$ cat src/rtl/mac_pkg.sv
// Shared state encoding and Ethernet frame-length limits for the MAC transmit path.
// No logic; imported by the arbiter and its helpers.
package mac_pkg;

  typedef enum logic [1:0] {
    IDLE = 2'd0,
    PASS = 2'd1,
    PAD  = 2'd2,
    DROP = 2'd3
  } state_t;

  localparam int ETH_MIN_LEN = 60;
  localparam int ETH_MAX_LEN = 1514;

  // Population count for up to eight per-source flags.
  function automatic logic [3:0] count_ones(input logic [7:0] v);
    logic [3:0] n;
    n = '0;
    for (int i = 0; i < 8; i++) begin
      n = n + {3'b000, v[i]};
    end
    return n;
  endfunction

endpackage

$ cat src/rtl/rr_pick.sv
// Round-robin first-set finder: lowest set request at or above the pointer, else wraps to lowest set.
// Purely combinational, zero latency, no backpressure.
module rr_pick #(
  parameter int N     = 2,
  parameter int IDX_W = (N > 1) ? $clog2(N) : 1
) (
  input  logic [N-1:0]     i_req,
  input  logic [IDX_W-1:0] i_ptr,
  output logic [IDX_W-1:0] o_idx,
  output logic             o_found
);

  // The second pass overrides the wrapped choice whenever a request sits at or above the pointer.
  always_comb begin
    o_idx   = '0;
    o_found = 1'b0;
    for (int j = N - 1; j >= 0; j--) begin
      if (i_req[j]) begin
        o_idx   = IDX_W'(j);
        o_found = 1'b1;
      end
    end
    for (int j = N - 1; j >= 0; j--) begin
      if (i_req[j] && (IDX_W'(j) >= i_ptr)) begin
        o_idx = IDX_W'(j);
      end
    end
  end

endmodule

$ cat src/rtl/mac_tx_arbiter.sv
// Packet round-robin arbiter onto the MAC tx byte port with zero-padding to MIN_LEN and truncation at MAX_LEN.
// Zero-cycle data pass-through; bytes move only when tx_rdy=1, stray and post-truncation bytes are sunk.
module mac_tx_arbiter
  import mac_pkg::*;
#(
  parameter int N_SRC   = 2,
  parameter int MIN_LEN = ETH_MIN_LEN,
  parameter int MAX_LEN = ETH_MAX_LEN
) (
  input  logic               tx_clk,
  input  logic               rst,
  input  logic [8*N_SRC-1:0] src_data,
  input  logic [N_SRC-1:0]   src_sop,
  input  logic [N_SRC-1:0]   src_eop,
  input  logic [N_SRC-1:0]   src_valid,
  output logic [N_SRC-1:0]   src_ready,
  output logic [7:0]         tx_data,
  output logic               tx_sop,
  output logic               tx_eop,
  output logic               tx_err,
  output logic               tx_wren,
  input  logic               tx_rdy,
  output logic [15:0]        pkt_count,
  output logic [15:0]        drop_count
);

  localparam int IDX_W = (N_SRC > 1) ? $clog2(N_SRC) : 1;

  state_t           r_state;
  state_t           w_state_nxt;
  logic [IDX_W-1:0] r_grant;
  logic [IDX_W-1:0] r_rr_ptr;
  logic [IDX_W-1:0] w_pick_idx;
  logic [IDX_W-1:0] w_rr_next;
  logic             w_pick_found;
  logic [10:0]      r_byte_cnt;
  logic [15:0]      r_pkt_count;
  logic [15:0]      r_drop_count;

  logic [7:0]       w_src_byte [N_SRC];
  logic [7:0]       w_g_dat;
  logic             w_g_vld;
  logic             w_g_eop;
  logic             w_eop_ok;
  logic             w_at_max;
  logic             w_pad_last;
  logic             w_pkt_done;
  logic             w_trunc;
  logic             w_drop_done;
  logic [N_SRC-1:0] w_stray;
  logic [3:0]       w_stray_cnt;

  for (genvar gi = 0; gi < N_SRC; gi++) begin : g_unpack
    assign w_src_byte[gi] = src_data[8*gi +: 8];
  end

  rr_pick #(
    .N     (N_SRC),
    .IDX_W (IDX_W)
  ) u_rr_pick (
    .i_req   (src_valid & src_sop),
    .i_ptr   (r_rr_ptr),
    .o_idx   (w_pick_idx),
    .o_found (w_pick_found)
  );

  assign w_g_dat    = w_src_byte[r_grant];
  assign w_g_vld    = src_valid[r_grant];
  assign w_g_eop    = src_eop[r_grant];
  assign w_eop_ok   = ({1'b0, r_byte_cnt} + 12'd1) >= 12'(MIN_LEN);
  assign w_at_max   = (r_byte_cnt == 11'(MAX_LEN - 1));
  assign w_pad_last = (r_byte_cnt == 11'(MIN_LEN - 1));
  assign w_rr_next  = (r_grant == IDX_W'(N_SRC - 1)) ? '0 : r_grant + 1'b1;

  // tx_wren and src_ready are already held low during reset, so these events are too.
  assign w_stray     = (r_state == IDLE) ? src_ready : '0;
  assign w_stray_cnt = count_ones(8'(w_stray));
  assign w_pkt_done  = tx_wren && (((r_state == PASS) && w_g_eop && w_eop_ok) ||
                                   ((r_state == PAD) && w_pad_last));
  assign w_trunc     = tx_wren && (r_state == PASS) && !w_g_eop && w_at_max;
  assign w_drop_done = !rst && (r_state == DROP) && w_g_vld && w_g_eop;

  always_ff @(posedge tx_clk) begin
    if (rst) begin
      r_state <= IDLE;
    end else begin
      r_state <= w_state_nxt;
    end
  end

  always_comb begin
    w_state_nxt = r_state;
    case (r_state)
      IDLE: begin
        if (w_pick_found) w_state_nxt = PASS;
      end
      PASS: begin
        if (tx_wren) begin
          if (w_g_eop) begin
            w_state_nxt = w_eop_ok ? IDLE : PAD;
          end else if (w_at_max) begin
            w_state_nxt = DROP;
          end
        end
      end
      PAD: begin
        if (tx_wren && w_pad_last) w_state_nxt = IDLE;
      end
      DROP: begin
        if (w_g_vld && w_g_eop) w_state_nxt = IDLE;
      end
      default: w_state_nxt = IDLE;
    endcase
  end

  always_comb begin
    src_ready = '0;
    tx_data   = '0;
    tx_sop    = 1'b0;
    tx_eop    = 1'b0;
    tx_err    = 1'b0;
    tx_wren   = 1'b0;
    if (!rst) begin
      case (r_state)
        IDLE: begin
          src_ready = src_valid & ~src_sop;
        end
        PASS: begin
          src_ready[r_grant] = tx_rdy;
          tx_data = w_g_dat;
          tx_wren = w_g_vld & tx_rdy;
          tx_sop  = w_g_vld & (r_byte_cnt == 11'd0);
          tx_eop  = w_g_vld & ((w_g_eop & w_eop_ok) | (~w_g_eop & w_at_max));
          tx_err  = w_g_vld & ~w_g_eop & w_at_max;
        end
        PAD: begin
          tx_wren = tx_rdy;
          tx_eop  = w_pad_last;
        end
        DROP: begin
          src_ready[r_grant] = 1'b1;
        end
        default: ;
      endcase
    end
  end

  // The byte count is cleared in IDLE, which every frame passes through before its grant.
  always_ff @(posedge tx_clk) begin
    if (rst) begin
      r_grant      <= '0;
      r_rr_ptr     <= '0;
      r_byte_cnt   <= '0;
      r_pkt_count  <= '0;
      r_drop_count <= '0;
    end else begin
      if ((r_state == IDLE) && w_pick_found) r_grant <= w_pick_idx;
      if (w_pkt_done || w_drop_done) r_rr_ptr <= w_rr_next;
      if (r_state == IDLE) begin
        r_byte_cnt <= '0;
      end else if (tx_wren) begin
        r_byte_cnt <= r_byte_cnt + 11'd1;
      end
      r_pkt_count  <= r_pkt_count + {15'd0, w_pkt_done};
      r_drop_count <= r_drop_count + {12'd0, w_stray_cnt} + {15'd0, w_trunc};
    end
  end

  assign pkt_count  = r_pkt_count;
  assign drop_count = r_drop_count;

endmodule
$ cat config.mk
export PLATFORM = sky130hd
export DESIGN_NAME = mac_tx_arbiter
export DESIGN_NICKNAME = d
export VERILOG_FILES = /design/src/rtl/mac_pkg.sv /design/src/rtl/rr_pick.sv /design/src/rtl/mac_tx_arbiter.sv
export SDC_FILE = /design/constraint.sdc
export NUM_CORES = 1
export LEC_CHECK = 0
export ABC_AREA = 1
export CORE_UTILIZATION = 63
export DETAILED_ROUTE_END_ITERATION = 7
export DONT_BUFFER_PORTS = 1
export PLACE_DENSITY_LB_ADDON = 0.08
export SLEW_MARGIN = 20
export SYNTH_ARGS = -nofsm -noshare
export SYNTH_HDL_FRONTEND = slang
export SYNTH_HIERARCHICAL = 1
export SYNTH_SLANG_ARGS = --single-unit
$ cat constraint.sdc
create_clock -name tx_clk -period 3.85 [get_ports tx_clk]
set_input_delay 0.1925 -clock tx_clk [delete_from_list [all_inputs] [get_ports tx_clk]]
set_output_delay 0.1925 -clock tx_clk [all_outputs]
set_load 0.05 [all_outputs]
==> results of run 1 <==
-- layout by cell type, fill, tap and decap left out, types with 3 or more instances in the layout --
cell type	n
buf_4	9
inv_1	63
a211oi_1	3
nor3_1	11
nand4_1	9
ha_1	12
o21ai_0	39
clkbuf_8	6
dfxtp_1	47
nand2_1	66
o21a_1	6
a21oi_1	39
nand3_1	22
nor2_1	56
nor2_2	6
-- final cells by class --
type | count | area [um2]
Tap cell | 50 | 62.6
Multi-Input combinational cell | 292 | 1550
Clock inverter | 2 | 38.8
Sequential cell | 47 | 941
Timing Repair Buffer | 10 | 77.6
Clock buffer | 6 | 82.6
Fill cell | 367 | 1130
Inverter | 63 | 236
-- worst reg2reg max path: stages (launching register included) --
cell and delay (ns):
dfxtp_1 0.41, inv_1 0.09, ha_1 0.25, a21oi_1 0.22
nor2_1 0.06, o21a_1 0.19, nand2_1 0.08, fa_1 0.41
inv_1 0.07, ha_1 0.18, fa_1 0.23, nand3_1 0.12
nor2_1 0.17, nand2_1 0.11, nor3_2 0.17, nand3_1 0.14
nor3_1 0.24, a21oi_1 0.10, o21a_1 0.12
-- cells by family after synthesis --
group                    synth area share
flip-flops                          0.341
adder cells (fa/ha/maj)            0.0689
XOR/XNOR                          0.00952
AO/OA/AOI/OAI                       0.183
AND/OR/NAND/NOR                     0.296
buffers and inverters               0.102
-- final timing paths --
| path | startpoint | to | slack, ns | depth (start not counted) |
|---|---|---|---|---|
| max | r_state[1] | drop_count[12] | 0.42 | 18 |
| min | rst | drop_count[14] | 0.03 | 2 |
| max reg2reg | r_state[1] | drop_count[12] | 0.42 | 18 |
| min reg2reg | r_byte_cnt[0] | r_byte_cnt[0] | 0.54 | 1 |
-- power by group --
part / total, uW / internal [uW] / switching (uW)
clock network: 389 / 214 / 176
registers: 527 / 505 / 21.8
logic: 392 / 107 / 285
total: 1310 / 826 / 482
-- state kept, by name, summed over array words and instances (netlist names) --
name,count
drop_count,16
pkt_count,16
r_grant,1
r_rr_ptr,1
r_byte_cnt,11
r_state,2
-- layer usage --
layer  global-route usage  up-vias
li1                     -     1354
met2                0.458       98
met5                    0        -
met4               0.0964        0
met1                0.353     1190
met3               0.0750       10
-- cell usage after synthesis, types with 2 or more instances --
| cell type | instances |
|---|---|
| fa_1 | 2 |
| nor2_1 | 56 |
| clkbuf_1 | 3 |
| o21a_1 | 6 |
| xor2_1 | 2 |
| a21oi_1 | 39 |
| nand3_2 | 2 |
| nand2_2 | 2 |
| nand2_1 | 66 |
| dfxtp_1 | 47 |
| buf_4 | 2 |
| ha_1 | 12 |
| nand3_1 | 22 |
| buf_2 | 4 |
| a211oi_1 | 3 |
| inv_1 | 63 |
| nor3_1 | 12 |
| o21bai_1 | 2 |
| o21ai_0 | 39 |
| nor4_1 | 2 |
| nor2_2 | 6 |
| nand4_1 | 9 |
-- what timing repair did --
item                                    CTS  global route
setup buffers                             0             0
endpoints found under the setup margin    0             1
endpoints found under the hold margin    11             0
gates resized for setup                   0             1
hold buffers                              1             0
-- through the flow --
stage               hold WS [ns]  area [um2]  setup slack, ns  cells  power, uW
floorplan                  0.428        2760            0.304    411        845
global placement           0.269        2850            0.570    461        917
detailed placement         0.270        2850            0.396    461        924
CTS                       0.0237        2980            0.359    470       1310
global route              0.0267        2990           0.0309    470       1380
finish                    0.0283        2990            0.424    470       1310
==> impl_results.md, run 1 <==
* CTS Buffer Depth at 2
* Leak at 0.00123 uW
* Grt ovf at 0
* Die width at 68.2 um
* CP bufs+invs at 2
* P&R area growth vs syn at 8.20%
* Commonest register cell after synthesis: dfxtp_1
* Cts bufs inserted at 5
* DRT iter0 DRCs at 142
* Pwr dens at 438 nW/um2
* Final cycle utilization of the critical path at 0.890
* Clock transition at path regs at 0.09 ns
* Pins over their slew limit at 0
* Leading area contributor after synthesis: dfxtp_1
* Synthesized Nets at 450
* RSZ-0062 raised after global routing: no
* Core ar. at 4120 um2
* MaxCap Viol Count at 0
* Outcome: finished, final reports clean
* Post-synthesis sequential area ratio at 0.341
* DRT met1 WL at 2.68 mm
* Synth unique cells at 32
* Length of routed met2 wiring at 2.81 mm
* Vias at 2652
* Largest net degree at the start of global routing at 23
* Initial Util at 0.671
* Yosys reg bits at 47
* Max Fclk at 0.292 GHz
* N_diodes at 0
* Critical path data required time at 4.06 ns
* Count of input and output buffers at 0
* DP Wirelength at 4.49 mm
* Final-stage net count at 458
* GRT Util Overall at 0.280
* Final setup fails at 0
* H-tree levels at 2
* Maximum vdd drop at 0.000252 V
* Arrival time at the worst endpoint at 3.64 ns
* Synthesized area at 2760 um2
* Share of the synthesized area in the top cell type at 0.341
* Worst-skew pair later-pin latency at 0.31 ns
* Slowest CP cell: dfxtp_1
* Die height at 68.2 um
* Number of remaining DRC errors at 0
* Final hold vios at 0
* Syn Inst Count at 411
* Relative slew slack at 0.291
* Iteration count of the initial detailed-routing pass at 5
* Clk sinks at 47
* Minimum clock period at 3.43 ns
* Least-Margin Pin Slew at 1.07 ns
* Crit end category: flop
* Top layer in use: met4
* Delay-heaviest family, CP: simple AND/OR/NAND/NOR gates
* Setup TNS at 0 ns
* Worst hold path type: in -> reg
* Clock skew at 0.00675 ns
* Final Util at 0.726
* DR WL met3 at 509 um
* Ports at 71
* Avg WL per Cell at 12.9 um
* Post-synth EDFFs at 0
* Startpoint Class: flop
* Slowest Stage Delay on Critical Path at 0.41 ns
* Ys async rst share at 0
* Syn_area_per_cell at 6.72 um2
* Global-route wire length before repair at 9.76 mm
* Vias/cell at 5.64
* Clock Tree Root: clkbuf_8
* RD Place Congestion at 0.859
* CP cell instances: inv_1 > ha_1 > a21oi_1 > nor2_1 > o21a_1 > nand2_1 > fa_1 > inv_1 > ha_1 > fa_1 > nand3_1 > nor2_1 > nand2_1 > nor3_2 > nand3_1 > nor3_1 > a21oi_1 > o21a_1
* Rows at 23
* Largest cells by area after synthesis: dfxtp_1 (34%), nand2_1 (9.0%), inv_1 (8.6%), nor2_1 (7.6%), a21oi_1 (7.1%)
* Vias in the first global route at 2290
* WL final at 6.07 mm
* Synth warnings at 6
* DRT antenna net count at 0
* CTS tree: built
* DIE AREA at 4650 um2
* WS Path Type: reg -> reg
* Share of cells above drive strength 1 at 0.0786
* CP Max Fanout at 6
* Initial antenna violation count at 0
(Power assumes the default switching activity.)
==> run 2, diff against run 1 <==
--- a/config.mk
+++ b/config.mk
@@ -10,6 +10,7 @@
 export DETAILED_ROUTE_END_ITERATION = 7
 export DONT_BUFFER_PORTS = 1
 export PLACE_DENSITY_LB_ADDON = 0.08
+export REMOVE_ABC_BUFFERS = 1
 export SLEW_MARGIN = 20
 export SYNTH_ARGS = -nofsm -noshare
 export SYNTH_HDL_FRONTEND = slang
==> impl_results.md, run 2 (synthesis gave the netlist of run 1 again) <==
* Iteration count of the initial detailed-routing pass at 4
* RSZ-0062 raised after global routing: no
* Crit end category: flop
* Leak at 0.00122 uW
* Outcome: finished, final reports clean
* Worst hold path type: in -> reg
* DIE AREA at 4650 um2
* Clock Tree Root: clkbuf_8
* DRT iter0 DRCs at 194
* Clk sinks at 47
* Avg WL per Cell at 12.8 um
* Final hold vios at 0
* Clock power frac at 0.241
* Switching share of power at 0.392
* Vias in the first global route at 2280
* Sequential power share at 0.455
* Arrival time at the worst endpoint at 3.66 ns
* Vias at 2557
* Critical path data required time at 4.04 ns
* Initial Util at 0.671
* Final-layout fill cell count at 376
* Least-Margin Pin Slew at 0.917 ns
* Min-delay src: rst
* Clock transition at path regs at 0.09 ns
* CTS Buffer Depth at 2
* Relative slew slack at 0.387
* N_diodes at 0
* Switching pwr at 472 uW
* GRT Util Overall at 0.269
* WL final at 5.99 mm
* Die height at 68.2 um
* Worst-skew pair later-pin latency at 0.30 ns
* Share of cells above drive strength 1 at 0.0764
* Ports at 71
* Cts bufs inserted at 5
* Most common cell after layout, fill and taps aside: nand2_1
* Pins over their slew limit at 0
* MaxCap Viol Count at 0
* Max Fclk at 0.289 GHz
* Final cycle utilization of the critical path at 0.900
* Most frequent cells in the layout: nand2_1 (66), inv_1 (63), nor2_1 (56)
* Fin Hold WS at 0.0420 ns
* Global-route wire length before repair at 9.58 mm
* Largest net degree at the start of global routing at 23
* DP Wirelength at 4.41 mm
* Internal power at 732 uW
* P&R area growth vs syn at 6.80%
* Worst setup startpoint: r_state[1]
* Final-stage net count at 458
* CTS tree: built
* Count of input and output buffers at 0
* Minimum clock period at 3.46 ns
* Core ar. at 4120 um2
* Startpoint Class: flop
* Maximum vdd drop at 0.000352 V
* Final setup fails at 0
* RD Place Congestion at 0.965
* Delay-heaviest family, CP: adder cells
* WS Path Type: reg -> reg
* Initial antenna violation count at 0
* Pwr dens at 408 nW/um2
* FF-to-FF Start: r_state[1]
* CP bufs+invs at 2
* CP Max Fanout at 6
* Number of remaining DRC errors at 0
* Setup bufs post-CTS at 0
* Slowest Stage Delay on Critical Path at 0.44 ns
* Slowest CP cell: dfxtp_1
* Logic pwr share at 0.303
* H-tree levels at 2
* Setup TNS at 0 ns
* Clock skew at 0.00795 ns
* DRT antenna net count at 0
* Grt ovf at 0
* Vias/cell at 5.45
* Die width at 68.2 um
* Rows at 23
* CP cell instances: inv_1 > ha_1 > a21oi_1 > nor2_1 > o21a_1 > nand2_1 > fa_1 > inv_1 > ha_1 > fa_1 > nand3_1 > nor2_1 > nand2_1 > nor3_1 > nand3_1 > nor3_2 > a21oi_1 > o21a_1
## run 2: layer usage
layer / share of wire / vias to the layer above / global-route usage
met5: 0 / - / 0
met1: 0.47 / 1119 / 0.344
met4: 0.0045 / 0 / 0.0495
met3: 0.071 / 5 / 0.0817
met2: 0.45 / 81 / 0.446
li1: - / 1352 / -
## run 2: what timing repair did
item,in CTS,in global routing
hold buffers,1,0
resized for setup,0,1
endpoints found under the setup margin,0,1
hold endpoints to repair,11,0
## run 2: final timing paths
kind | depth (start not counted) | slack (ns) | to
worst min-delay path | 2 | 0.04 | pkt_count[11]
worst max-delay path | 18 | 0.39 | drop_count[12]
worst min register to register | 2 | 0.54 | r_byte_cnt[8]
worst max register to register | 18 | 0.39 | drop_count[12]
## run 2: through the flow
step           area [um2]  setup WS, ns  total power (uW)  cells   util
2_1_floorplan        2710        0.0252               836    402      -
3_3_place_gp         2850         0.490               911    461  0.693
3_5_place_dp         2850         0.396               918    461  0.693
4_1_cts              2940         0.356              1210    469  0.715
5_1_grt              2950       0.00624              1270    469  0.716
6_report             2950         0.385              1200    469  0.716
## run 2: area by class of cell
type | count | area, um2 | area share
sequential | 47 | 941 | 0.319
tap | 50 | 62.6 | 0.0212
multi-input combinational | 292 | 1550 | 0.525
timing repair buffer | 10 | 77.6 | 0.0263
clock buffer | 5 | 68.8 | 0.0233
clock inverter | 2 | 13.8 | 0.00467
inverter | 63 | 236 | 0.0802
## run 2: power by group through the flow
stage | Combinational [uW] | Clock (uW) | Sequential, uW
global placement | 353 | 0 | 558
finish | 365 | 290 | 548
CTS | 364 | 297 | 548
floorplan | 280 | 0 | 557
detailed placement | 359 | 0 | 559
global route | 407 | 311 | 551
## run 2: worst register-to-register path, stage by stage, from the launching register on
cell	delay (ns)
dfxtp_1	0.44
inv_1	0.10
ha_1	0.26
a21oi_1	0.23
nor2_1	0.06
o21a_1	0.18
nand2_1	0.07
fa_1	0.41
inv_1	0.06
ha_1	0.18
fa_1	0.22
nand3_1	0.11
nor2_1	0.16
nand2_1	0.09
nor3_1	0.23
nand3_1	0.16
nor3_2	0.18
a21oi_1	0.09
o21a_1	0.12
==> run 3, diff against run 2 <==
--- a/config.mk
+++ b/config.mk
@@ -14,5 +14,4 @@
 export SLEW_MARGIN = 20
 export SYNTH_ARGS = -nofsm -noshare
 export SYNTH_HDL_FRONTEND = slang
-export SYNTH_HIERARCHICAL = 1
 export SYNTH_SLANG_ARGS = --single-unit
==> impl_results.md, run 3 <==
* Outcome: finished, final reports clean
* Initial antenna violation count at 0
* Overall Power at 1310 uW
* Final cycle utilization of the critical path at 0.925
* Fin worst setup slack at 0.289 ns
* DRT iter0 DRCs at 169
* WS Path Type: reg -> reg
* N_diodes at 0
* Synth warnings at 0
* Critical path data required time at 4.05 ns
* Placed insts at 461
* Clk sinks at 47
* Startpoint Class: flop
* FF-to-FF path depth at 22
* Avg WL per Cell at 13.8 um
* Reg2reg setup slack at 0.29 ns
* Final hold vios at 0
* Yosys reg bits at 47
* FF-to-FF Start: r_byte_cnt[1]
* Least-Margin Pin Slew at 1.05 ns
* Vias at 2690
* Ys async rst share at 0
* Global-route wire length before repair at 9.71 mm
* Number of remaining DRC errors at 0
* Relative slew slack at 0.301
* Clock Tree Root: clkbuf_8
* Die height at 68.8 um
* Final setup fails at 0
* End of the critical path: drop_count[14]
* H-tree levels at 2
* Crit end category: flop
* Reg2reg end: drop_count[14]
* Commonest register cell after synthesis: dfxtp_1
* Share of cells above drive strength 1 at 0.156
* Synthesized area at 2810 um2
* Syn Inst Count at 412
* DP Wirelength at 4.56 mm
* Die width at 68.8 um
* CP Max Fanout at 5
* Maximum vdd drop at 0.000346 V
* DIE AREA at 4730 um2
* P&R area growth vs syn at 11.0%
* Vias in the first global route at 2361
* Largest cells by area after synthesis: dfxtp_1 (33%), nand2_1 (9.2%), nor2_1 (8.6%), inv_1 (7.6%), a21oi_1 (5.9%)
* Worst setup startpoint: r_byte_cnt[1]
* Largest net degree at the start of global routing at 28
* Max Fclk at 0.281 GHz
* Vias/cell at 5.69
* Worst-skew pair later-pin latency at 0.32 ns
* Clock skew at 0.0116 ns
* Post-synthesis sequential area ratio at 0.335
* MaxCap Viol Count at 0
* Setup WS pre-CTS at 0.324 ns
* DRT antenna net count at 0
* Synth unique cells at 38
* Most frequent cells in the layout: nand2_1 (68), nor2_1 (63), inv_1 (52)
* Pins over their slew limit at 0
* RD Place Congestion at 0.851
* Iteration count of the initial detailed-routing pass at 5
* Initial Util at 0.678
* Share of the synthesized area in the top cell type at 0.335
* Clock transition at path regs at 0.08 ns
* Grt ovf at 0
* Most common cell after layout, fill and taps aside: nand2_1
* Syn_area_per_cell at 6.82 um2
* Cts bufs inserted at 5
* Minimum clock period at 3.56 ns
* CTS tree: built
* Post-synth EDFFs at 0
* Core ar. at 4140 um2
* Leading area contributor after synthesis: dfxtp_1
* Ports at 71
* Rows at 23
* GRT Util Overall at 0.274
* Final-stage net count at 461
* Top-count cell post-synth: nand2_1
* Count of input and output buffers at 0
* Fin cells at 473
* Min-delay src: rst
* Most frequent cells after synthesis: nand2_1 (69), nor2_1 (64), inv_1 (57), dfxtp_1 (47), a21oi_1 (33)
* Leak at 0.00118 uW
* WL final at 6.52 mm
* Pwr dens at 422 nW/um2
* Worst hold path type: in -> reg
* CTS Buffer Depth at 2
* Arrival time at the worst endpoint at 3.77 ns
-- run 3: how the worst min path moves through the flow --
stage          cells past startpoint  slack, ns             to
2_1_floorplan                      1       0.26        r_grant
3_3_place_gp                       1       0.26        r_grant
3_5_place_dp                       1       0.27        r_grant
4_1_cts                            2       0.03  drop_count[9]
5_1_grt                            2       0.04  drop_count[9]
6_report                           2       0.03  drop_count[9]
-- run 3: stage by stage --
step | area (um2) | hold WS, ns | util | setup TNS, ns
after floorplan | 2760 | 0.262 | - | -0.914
after global placement | 2880 | 0.265 | 0.696 | 0
after detailed placement | 2880 | 0.266 | 0.696 | 0
after CTS | 3010 | 0.0316 | 0.727 | 0
after global routing | 3120 | 0.0365 | 0.752 | -0.0678
final | 3120 | 0.0339 | 0.752 | 0
-- run 3: timing repair --
| action | in CTS | in global routing |
|---|---|---|
| endpoints found under the setup margin | 0 | 3 |
| resized for setup | 0 | 27 |
| endpoints found under the hold margin | 12 | 0 |
| buffers inserted | 0 | 3 |
| hold buffers | 1 | 0 |
-- run 3: logic make-up after synthesis --
group                    after synthesis  synth area share
buffers and inverters                 69             0.101
XOR/XNOR                               4            0.0125
flip-flops                            47             0.335
AND/OR/NAND/NOR                      202             0.341
AO/OA/AOI/OAI                         76             0.143
adder cells (fa/ha/maj)               14            0.0677
-- run 3: worst max-delay path, stage by stage (launching register included) --
cell and delay, ns:
dfxtp_2 0.35, inv_2 0.07, ha_1 0.13, nand2_1 0.06, nor3_1 0.17, nand3_1 0.19, nor3_2 0.21, nand2_1 0.09
fa_1 0.45, inv_2 0.07, ha_2 0.19, fa_2 0.21, nand2_1 0.08, nor2_2 0.18, nand2_1 0.08, nor2_2 0.16
nand2_2 0.09, nor2_4 0.16, nand3_4 0.09, nor2_4 0.15, nand3_2 0.08, o21ai_1 0.15, a21oi_1 0.05
-- run 3: layout make-up --
class                           count  area, um2
Timing Repair Buffer               11       85.1
Fill cell                         345       1030
Tap cell                           50       62.6
Clock buffer                        6       82.6
Clock inverter                      2       38.8
Sequential cell                    47        950
Multi-Input combinational cell    296       1660
Inverter                           61        236
-- run 3: metal layers --
layer / global-route usage / wire (um) / vias to the layer above
met5: 0 / 0 / -
met3: 0.0789 / 587 / 10
met4: 0.102 / 96 / 0
li1: - / - / 1360
met2: 0.469 / 3100 / 105
met1: 0.324 / 2740 / 1215
-- run 3: report_power, final --
part,internal (uW),total [uW],switching [uW]
clock,214,391,178
combinational,122,389,267
sequential,505,534,29.2
